$ cat config.mk
export PLATFORM = sky130hd
export DESIGN_NAME = spram_requester
export DESIGN_NICKNAME = d
export VERILOG_FILES = /design/src/rtl/spram_req_pkg.sv /design/src/rtl/spram_index_norm.sv /design/src/rtl/spram_requester.sv
export SDC_FILE = /design/constraint.sdc
export NUM_CORES = 1
export LEC_CHECK = 0
export BUFFER_PORTS_ARGS = -buffer_cell sky130_fd_sc_hd__buf_4
export CAP_MARGIN = 20
export CORE_ASPECT_RATIO = 2
export CORE_MARGIN = 2
export CORE_UTILIZATION = 30
export CTS_CLUSTER_SIZE = 20
export DETAILED_ROUTE_END_ITERATION = 10
export PLACE_DENSITY_LB_ADDON = 0.05
export REMOVE_ABC_BUFFERS = 1
export SETUP_SLACK_MARGIN = 0.05
export SLEW_MARGIN = 20
export SYNTH_ARGS = -nofsm -noshare
export SYNTH_HDL_FRONTEND = slang
export SYNTH_SLANG_ARGS = --single-unit
$ cat constraint.sdc
create_clock -name clk -period 1.8 [get_ports clk]
set_clock_uncertainty 0.15 [all_clocks]
set_input_delay 0.36 -clock clk [delete_from_list [all_inputs] [get_ports clk]]
set_output_delay 0.36 -clock clk [all_outputs]
set_load 0.02 [all_outputs]
$ cat src/rtl/spram_req_pkg.sv
// Shared state encoding and index normalisation for the single-port RAM requester.
package spram_req_pkg;

   localparam logic [1:0] ST_IDLE    = 2'd0;
   localparam logic [1:0] ST_CAPTURE = 2'd1;
   localparam logic [1:0] ST_RESP    = 2'd2;

   typedef enum logic [1:0] {
      IDLE    = ST_IDLE,
      CAPTURE = ST_CAPTURE,
      RESP    = ST_RESP
   } state_t;

   typedef struct packed {
      logic        ok;
      logic [31:0] eff;
   } norm_t;

   // Negative indices count back from the end of the list; the caller truncates eff to its address width.
   function automatic norm_t normalize_idx(input logic signed [31:0] idx, input int length);
      norm_t r;
      r.ok  = 1'b0;
      r.eff = '0;
      if (idx >= 0) begin
         r.ok  = (idx < length);
         r.eff = idx;
      end else begin
         r.ok  = (idx >= -length);
         r.eff = idx + length;
      end
      return r;
   endfunction

endpackage

$ cat src/rtl/spram_index_norm.sv
// Combinational signed-index normaliser with range check against the list length.
module spram_index_norm
   import spram_req_pkg::*;
#(
   parameter int ADDR_WIDTH = 5,
   parameter int RAM_LENGTH = 10
) (
   input  logic [ADDR_WIDTH-1:0] idx,
   output logic                  ok,
   output logic [ADDR_WIDTH-1:0] eff
);

   logic signed [31:0] idx_sext;
   norm_t              norm;
   logic               unused_eff_hi;

   assign idx_sext      = 32'(signed'(idx));
   assign norm          = normalize_idx(idx_sext, RAM_LENGTH);
   assign ok            = norm.ok;
   // Upper bits only matter modulo 2**ADDR_WIDTH, so they are dropped here.
   assign eff           = norm.eff[ADDR_WIDTH-1:0];
   assign unused_eff_hi = ^norm.eff[31:ADDR_WIDTH];

endmodule

$ cat src/rtl/spram_requester.sv
// Serialises client read/write requests onto a single-port RAM with 1-cycle registered read.
module spram_requester
   import spram_req_pkg::*;
#(
   parameter int DATA_WIDTH = 8,
   parameter int ADDR_WIDTH = 5,
   parameter int RAM_LENGTH = 10
) (
   input  logic                  clk,
   input  logic                  rst,
   input  logic                  req_valid,
   output logic                  req_ready,
   input  logic                  req_we,
   input  logic [ADDR_WIDTH-1:0] req_idx,
   input  logic [DATA_WIDTH-1:0] req_d,
   output logic                  resp_valid,
   input  logic                  resp_ready,
   output logic [DATA_WIDTH-1:0] resp_q,
   output logic                  resp_err,
   output logic [ADDR_WIDTH-1:0] ram_addr,
   output logic [DATA_WIDTH-1:0] ram_d,
   output logic                  ram_we,
   input  logic [DATA_WIDTH-1:0] ram_q
);

   state_t                  state, state_nxt;
   logic                    idx_ok;
   logic [ADDR_WIDTH-1:0]   idx_eff;
   logic [ADDR_WIDTH-1:0]   addr_hold;
   logic [DATA_WIDTH-1:0]   q_reg, q_nxt;
   logic                    err_reg, err_nxt;
   logic                    accept;

   spram_index_norm #(
      .ADDR_WIDTH (ADDR_WIDTH),
      .RAM_LENGTH (RAM_LENGTH)
   ) u_norm (
      .idx (req_idx),
      .ok  (idx_ok),
      .eff (idx_eff)
   );

   always_comb begin
      state_nxt = state;
      q_nxt     = q_reg;
      err_nxt   = err_reg;
      accept    = 1'b0;
      ram_we    = 1'b0;
      ram_addr  = addr_hold;
      case (state)
         IDLE: begin
            if (req_valid) begin
               accept   = 1'b1;
               ram_addr = idx_eff;
               q_nxt    = '0;
               err_nxt  = !idx_ok;
               if (!idx_ok) begin
                  state_nxt = RESP;
               end else if (req_we) begin
                  ram_we    = 1'b1;
                  state_nxt = RESP;
               end else begin
                  state_nxt = CAPTURE;
               end
            end
         end
         // RAM has registered the address at the accept edge; its Q is valid now.
         CAPTURE: begin
            q_nxt     = ram_q;
            err_nxt   = 1'b0;
            state_nxt = RESP;
         end
         RESP: begin
            if (resp_ready) state_nxt = IDLE;
         end
         default: state_nxt = IDLE;
      endcase
   end

   always_ff @(posedge clk or negedge rst) begin
      if (!rst) begin
         state     <= IDLE;
         q_reg     <= '0;
         err_reg   <= 1'b0;
         addr_hold <= '0;
      end else begin
         state   <= state_nxt;
         q_reg   <= q_nxt;
         err_reg <= err_nxt;
         if (accept) addr_hold <= idx_eff;
      end
   end

   assign req_ready  = (state == IDLE);
   assign resp_valid = (state == RESP);
   assign resp_q     = q_reg;
   assign resp_err   = err_reg;
   assign ram_d      = req_d;

endmodule

---- Word-level counts from Yosys, hierarchy flattened ----
Index checks and enable logic that the tools add are counted.
word-level totals
  register bits after elaboration ......... 16
  input bits .............................. 26
  output and inout port bits .............. 25
  logic and storage cells ................. 35
operators by class
  add/sub/neg operators ................... 1
  magnitude comparators ................... 3
  equality and inequality tests ........... 4
  mux-type cells .......................... 18
  reductions and logical operators ........ 5
operators with widths
  operator             count
  $mux 33              1
  $pmux 8 s2           1
  $mux 5               2
  $mux 2               4
  $mux 8               1
  $mux 1               7
  $add 5x5->6 const B  1
  $pmux 2 s3           1
  $ge 5x1->1 const B   1
  $ge 5x5->1 const B   1
  $lt 5x5->1 const B   1
  $reduce_and 2->1     2
  $eq 2x1->1 const B   1
  $eq 2x2->1 const B   1
  $logic_not 2->1      1
  $ne 2x1->1 const B   1
  $ne 2x2->1 const B   1
  $pmux 1 s2           1
  $reduce_bool 2->1    1
  $logic_not 1->1      1

---- Logic depth before layout (Yosys ltp) ----
Gate-level depths: netlist of run 1.
  word-level depth ........................ 5
  depth in mapped cells ................... 5
  gate-level depth less buffers ........... 5

---- By module ----
A second synthesis of run 1 with hierarchy kept.
second synthesis, totals
  cell total of the unflattened synthesis .. 71
  area total of the unflattened synthesis .. 894.6 um2
by module, submodules not included
  module            instances  cells an instance  area each (um2)  sequential area each (um2)
  spram_requester   1          57                 795.8            400.4
  spram_index_norm  1          14                 98.8             0.0

---- Worst setup path before layout of run 1 ----
Ideal clock, no wire load.
  kind .................................... reg2out
  from .................................... register state[1]
  to ...................................... output port ram_addr[1]
  arrival time ............................ 1.320 ns
  required time ........................... 1.290 ns
  path slack .............................. -0.030 ns
  cell stages (with the launch flop) ...... 6
  path buffers ............................ 2
  cell sequence ........................... dfrtp_1 -> buf_4 -> nor3b_4 -> buf_6 -> nor2_1 -> a21oi_1
between the ends
  longest elaborated chain between the ends .. 2
RTL lines
  item                    line                   text
  from (decl)             spram_requester.sv:26  state_t state, state_nxt;
  from (signal assigned)  spram_requester.sv:87  state <= state_nxt;
  $logic_not 2->1         spram_requester.sv:50  case (state)
  $mux 5                  spram_requester.sv:50
  to (decl)               spram_requester.sv:20  output logic [ADDR_WIDTH-1:0] ram_addr,
Every way passes these cells.

---- Worst setup path in the final report of run 1 ----
  from .................................... register state[0]
  to ...................................... output port ram_addr[0]
The elaborated chain is that of the path after synthesis.

==> out/qor.yml, run 1 <==
status: "finished, violations left"
violations: "setup timing"
p_comb_share_pct: 51.6
area_growth_pct: 45.89
design_power_total_mw: 1.796
place.port_buffers: 34
drive_gt1_share_pct: 52.17
synth.distinct_cells: 28
totalWireLength_um: 1978
grt_pass1_vias: 762
yosysSeqAreaShare_pct: 46.18
synthArstFlopShare_pct: 100.0
cp_top_family: "flip-flops"
arrival_ns: 1.44
synth_edf_count: 0
instances_no_fill: 144
h-tree-depth: 1
synth_top_area_share_pct: 46.18
die_x_um: 42.02
cp_num_buf_inv: 2
whs_ns: 0.1428
vias_per_cell: 4.965
nFillCells: 280
swShare_pct: 36.40
min_period_ns: 1.949
yosysWarningCount: 0
required_ns: 1.29
yosysMostFrequentCell: "dfrtp_1"
p_int_mw: 1.142
dp_hpwl_um: 1494
grt_usage_pct: 13.12
drv_cap: 0
clkLatencyLatePin_ns: 0.24
setup_viol: 6
hold_viol_final: 0
post-place-cells: 137
start_util_pct: 31.69
finalCritPeriodShare_pct: 108.3
cp.depth: 4
slew_headroom_pct: 63.01
layout.nets: 144
rsz0062_at_grt: "true"
synth_seq_cells: 16
min_path_cells: 2
syn-cell-area_um2: 867.1
p_sw_uw: 653.5
drc: 0
vias: 715
power_frac_clock_pct: 17.5
place_congestion: 0.6767
hold_path_class: "input port to flip-flop"
finalMaxSlewViolations: 0
synth_common_cells: "dfrtp_1, buf_4, a22o_1, a21oi_1"
antenna_cells: 0
synth_top_area_cell: "dfrtp_1"
startpoint_type: "flip-flop"
power_per_cell_area_mw_per_mm2: 1419
die_y_um: 80.03
cpPeakStageDelay_ns: 0.40
avgSynthCellArea_um2: 10.98
postRouteAntennaNets: 0
cp_common_cell: "buf_6"
max_freq_mhz: 513.1
dr.pass1.iters: 4
ir_drop_v: 0.0006584
p_seq_share_pct: 30.9
synthTopCellsByArea: "dfrtp_1, a22o_1, buf_4, a21oi_1, ha_1"
p_leak_nw: 0.6353
numCtsBuffers: 3
slowest_stage: "dfrtp_1"
die_area_mm2: 0.003362
worst_slack_ns: -0.1490
initialDrtViolationCount: 8
critPathMaxFanout: 7
clockBufferDepth: 2
ios: 51
fin_setup_tns_ns: -0.7741
grt_overflow: 0
synthCells: 79
synth_ff_type: "dfrtp_1"
grt_pass1_wl_um: 3436
root_buffer: "clkbuf_8"
multiInputGateArea_um2: 394.1
path_cells: "nor3b_4 -> buf_6 -> mux2_4 -> buf_6"
floorplan.rows: 27
crit_path_end_kind: "primary output"
clk_pin_slew_ns: 0.06
antenna_found_initial: 0
cts_tree: "built"
seqCellArea_um2: 400.4
criticalPathCategory: "flip-flop to primary output"
ff2ff_path_depth: 3
worst_pin_slew_ns: 0.5538
grt_max_degree: 17
clkSinkCount: 16
placeableCoreArea_mm2: 0.002736
wl_per_cell_um: 13.74
power groups by stage:
stage               logic (mW)  registers (mW)  clock network [mW]
floorplan                0.368           0.621                   0
global placement         0.808           0.544                   0
detailed placement       0.810           0.545                   0
CTS                      0.876           0.541               0.327
global route              1.01           0.572               0.338
finish                   0.926           0.555               0.315
cells by family after synthesis:
| group | synth area share (%) |
|---|---|
| adder cells (fa/ha/maj) | 2.886 |
| multiplexers | 3.752 |
| AO/OA/AOI/OAI | 18.47 |
| AND/OR/NAND/NOR | 13.42 |
| buffers and inverters | 13.27 |
| XOR/XNOR | 2.021 |
| flip-flops | 46.18 |
metal layers:
layer | up-vias | track usage, % | routed length, um
met5 | - | 0 | 0
met4 | 0 | 7.500 | 27
met3 | 2 | 3.620 | 171
met2 | 38 | 22.19 | 1041
met1 | 335 | 14.43 | 737
li1 | 340 | - | -
final cells by class:
type,count,area share [%]
tap,29,2.868
sequential,16,31.65
timing repair buffer,45,28.78
inverter,4,1.187
clock buffer,4,4.352
multi-input combinational,46,31.16
timing repair:
| action | 4_1_cts | 5_1_grt |
|---|---|---|
| endpoints found under the hold margin | 16 | 0 |
| cloned | 1 | 0 |
| hold buffers | 1 | 0 |
| buffers inserted | 1 | 0 |
| resized for setup | 7 | 11 |
| pin swaps | 1 | 1 |
| endpoints found under the setup margin | 6 | 6 |
sequential cells by signal, summed over array words and instances, names as in the netlist:
register and cells:
resp_q 8, addr_hold 5, state 2, resp_err 1
stage by stage:
step	worst slack (ns)	utilization [%]	cell area, um^2
2_1_floorplan	-0.04347	-	767.0
3_3_place_gp	-0.01792	40.88	1119
3_5_place_dp	-0.04259	40.88	1119
4_1_cts	-0.1685	44.63	1221
5_1_grt	-0.2122	46.23	1265
6_report	-0.1490	46.23	1265
worst reg2reg max path: stages (launching register included):
cell and delay [ns]:
dfrtp_1 0.41, buf_4 0.17, nor2b_1 0.45, a22o_1 0.24
worst paths after layout:
path	slack, ns	end	start
worst max-delay path	-0.15	ram_addr[0]	state[0]$_DFFE_PN0P_
worst min-delay path	0.14	state[0]$_DFFE_PN0P_	req_we
worst max register to register	0.33	resp_q[2]$_DFFE_PN0P_	state[1]$_DFFE_PN0P_
worst min register to register	0.35	resp_q[6]$_DFFE_PN0P_	resp_q[6]$_DFFE_PN0P_
max in group asynchronous	0.96	addr_hold[0]$_DFFE_PN0P_	rst
min in group asynchronous	0.35	resp_q[4]$_DFFE_PN0P_	rst
layout by cell type, fill, tap and decap left out:
| cell type | netlist | routed |
|---|---|---|
| a211oi_1 | 1 | 1 |
| a21oi_1 | 6 | 3 |
| a21oi_2 | 0 | 3 |
| a22o_1 | 8 | 8 |
| a31oi_1 | 1 | 1 |
| a41o_1 | 2 | 2 |
| and2b_1 | 1 | 1 |
| and3_4 | 0 | 1 |
| buf_2 | 2 | 1 |
| buf_4 | 9 | 37 |
| buf_6 | 2 | 5 |
| buf_8 | 0 | 1 |
| clkbuf_8 | 0 | 4 |
| dfrtp_1 | 16 | 16 |
| dlygate4sd3_1 | 0 | 1 |
| ha_1 | 2 | 2 |
| inv_1 | 4 | 4 |
| mux2_2 | 2 | 1 |
| mux2_4 | 0 | 1 |
| mux2i_1 | 1 | 1 |
| nand2_1 | 2 | 2 |
| nand3b_1 | 1 | 1 |
| nor2_1 | 4 | 1 |
| nor2_2 | 1 | 1 |
| nor2_4 | 0 | 3 |
| nor2b_1 | 2 | 2 |
| nor2b_4 | 1 | 1 |
| nor3b_1 | 2 | 2 |
| nor3b_4 | 1 | 1 |
| o21a_1 | 1 | 1 |
| o21ai_0 | 2 | 2 |
| o32ai_1 | 1 | 1 |
| or2_1 | 1 | 1 |
| xnor2_1 | 2 | 2 |
Note: power is estimated with default switching activity, not from simulation.
==> inputs of run 2 (changes only) <==
==> constraint.sdc (replaced) <==
create_clock -name clk -period 1.7 [get_ports clk]
set_clock_uncertainty 0.15 [all_clocks]
set_input_delay 0.34 -clock clk [delete_from_list [all_inputs] [get_ports clk]]
set_output_delay 0.34 -clock clk [all_outputs]
set_load 0.02 [all_outputs]
==> run 2 against run 1 <==
  * The run still ends with setup timing left
  * Total power is 5.9% higher
  * Clock power grew 5%
  * Sequential share of layout area is 0.34 points lower
  * Final cell count rose by 2.1%
  * Critical path depth is the same
  * Worst setup slack got worse by 0.072 ns
  * Critical endpoint unchanged
  * Highest routed layer unchanged
==> out/qor.yml, run 2 (synthesis gave the netlist of run 1 again) <==
slew_headroom_pct: 63.84  # +0.83 points
cts_tree: "built"
r2r_slack_ns: 0.23  # -0.10 ns
die_y_um: 80.03  # unchanged
post-place-cells: 138  # +0.73%
p_seq_share_pct: 30.3  # -0.6 points
slowest_stage: "dfrtp_1"
layout.nets: 147  # +2.1%
clkLatencyLatePin_ns: 0.24  # about the same
whs_ns: 0.1237  # -0.01910 ns
drv_cap: 0  # unchanged
multiInputGateArea_um2: 381.6  # -3.2%
instances_no_fill: 147  # +2.1%
area_growth_pct: 47.48
finalCritPeriodShare_pct: 113.0
rsz0062_at_grt: "true"
power_per_cell_area_mw_per_mm2: 1487  # +4.8%
worst_pin_slew_ns: 0.5413  # -0.01244 ns
placeableCoreArea_mm2: 0.002736  # unchanged
clockBufferDepth: 2  # unchanged
h-tree-depth: 1  # unchanged
grt_pass1_vias: 746  # -2.1%
nFillCells: 268  # -4.3%
min_period_ns: 1.921
grt_overflow: 0  # unchanged
ir_drop_v: 0.0006707  # +1.9%
hold_path_class: "input port to flip-flop"
cp_common_cell: "buf_6"
antenna_found_initial: 0  # unchanged
wl_per_cell_um: 13.61  # -0.95%
grt_max_degree: 17  # unchanged
root_buffer: "clkbuf_8"
p_comb_share_pct: 52.3  # +0.7 points
p_sw_uw: 682.0  # +4.4%
design_power_total_mw: 1.902  # +5.9%
place.port_buffers: 34  # unchanged
ios: 51  # unchanged
die_area_mm2: 0.003362  # unchanged
max_freq_mhz: 520.5
final_common_cell: "buf_4"
vias_per_cell: 4.980  # +0.29%
p_leak_nw: 0.6490  # +2.2%
postRouteAntennaNets: 0  # unchanged
worst_slack_ns: -0.2214  # -0.07235 ns
cpPeakStageDelay_ns: 0.40  # about the same
floorplan.rows: 27  # unchanged
initialDrtViolationCount: 11  # +3
layout_common_cells: "buf_4, dfrtp_1, a22o_1, buf_6, nor2_2"
setup_viol: 6  # unchanged
antenna_cells: 0  # unchanged
p_int_mw: 1.220  # +6.8%
clk_pin_slew_ns: 0.06  # about the same
finalMaxSlewViolations: 0  # unchanged
final_util_pct: 46.73  # +0.50 points
largest_register_ff_count: 8  # unchanged
hold_viol_final: 0  # unchanged
swShare_pct: 35.86  # -0.54 points
arrival_ns: 1.43  # about the same
clkSinkCount: 16  # unchanged
fin_setup_tns_ns: -1.190  # -0.4162 ns
dp_hpwl_um: 1525  # +2.1%
status: "finished, violations left"
start_util_pct: 31.69  # unchanged
path_cells: "nor3b_4 -> buf_6 -> mux2_4 -> buf_6"
crit_path_end_kind: "primary output"
drive_gt1_share_pct: 54.24  # +2.1 points
criticalPathCategory: "flip-flop to primary output"
grt_pass1_wl_um: 3332  # -3.0%
power_frac_clock_pct: 17.4  # about the same
violations: "setup timing"
place_congestion: 0.6771  # about the same
drc: 0  # unchanged
grt_usage_pct: 12.65  # -0.47 points
dr.pass1.iters: 2  # -2
seqCellArea_um2: 400.4  # unchanged
required_ns: 1.21  # -0.08 ns
startpoint_type: "flip-flop"
die_x_um: 42.02  # unchanged
totalWireLength_um: 2000  # +1.1%
critPathMaxFanout: 6  # -1
numCtsBuffers: 3  # unchanged
vias: 732  # +2.4%
==> run 2: cell types whose count changed in the layout (fill, tap and decap cells not counted), sizes merged <==
cell and delta:
buf +3
==> run 2: power by group through the flow <==
| stage | Clock [mW] | Combinational [mW] | Sequential, mW |
|---|---|---|---|
| after floorplan | 0 | 0.390 | 0.657 |
| final | 0.331 | 0.995 | 0.576 |
| after CTS | 0.344 | 0.927 | 0.572 |
| after global placement | 0 | 0.858 | 0.575 |
| after global routing | 0.356 | 1.08 | 0.593 |
| after detailed placement | 0 | 0.860 | 0.578 |
==> run 2: timing repair <==
item / CTS / global route
resized for setup: 6 / 11
hold endpoints to repair: 16 / 0
pin swaps: 1 / 2
endpoints found under the setup margin: 6 / 8
hold buffers: 1 / 0
setup buffers: 1 / 2
cloned: 1 / 0
==> run 2: layer usage <==
| metal | track usage [%] | vias to the layer above | share of wire (%) |
|---|---|---|---|
| met5 | 0 | - | 0 |
| met2 | 22.50 | 36 | 54 |
| li1 | - | 347 | - |
| met4 | 5.625 | 0 | 1.2 |
| met1 | 13.26 | 347 | 36 |
| met3 | 4.072 | 2 | 8.5 |
==> run 2: critical path: cells and delay by family, from the launching register on <==
| family | cells | cell delay, ns |
|---|---|---|
| flops | 1 | 0.40 |
| simple gates | 1 | 0.20 |
| buf+inv | 2 | 0.28 |
| mux | 1 | 0.30 |
==> run 2: final cells by class <==
class | instances | area share [%]
multi-input combinational | 46 | 29.84
inverter | 4 | 1.174
tap | 29 | 2.838
timing repair buffer | 48 | 30.53
sequential | 16 | 31.31
clock buffer | 4 | 4.305
==> run 2: path summary, 6_finish.rpt <==
kind	start	end	depth (start not counted)
worst max-delay path	state[0]$_DFFE_PN0P_	ram_addr[0]	4
worst min-delay path	req_we	state[0]$_DFFE_PN0P_	2
worst max register to register	state[1]$_DFFE_PN0P_	resp_q[6]$_DFFE_PN0P_	3
worst min register to register	resp_q[3]$_DFFE_PN0P_	resp_q[3]$_DFFE_PN0P_	1
max in group asynchronous	rst	addr_hold[0]$_DFFE_PN0P_	2
min in group asynchronous	rst	resp_q[4]$_DFFE_PN0P_	2
==> run 2: metrics by stage <==
stage	instance area (um^2)	worst slack [ns]
after global placement	1126	-0.08165
after global routing	1279	-0.2726
after floorplan	767.0	-0.1235
after CTS	1226	-0.2411
after detailed placement	1126	-0.08588
final	1279	-0.2214
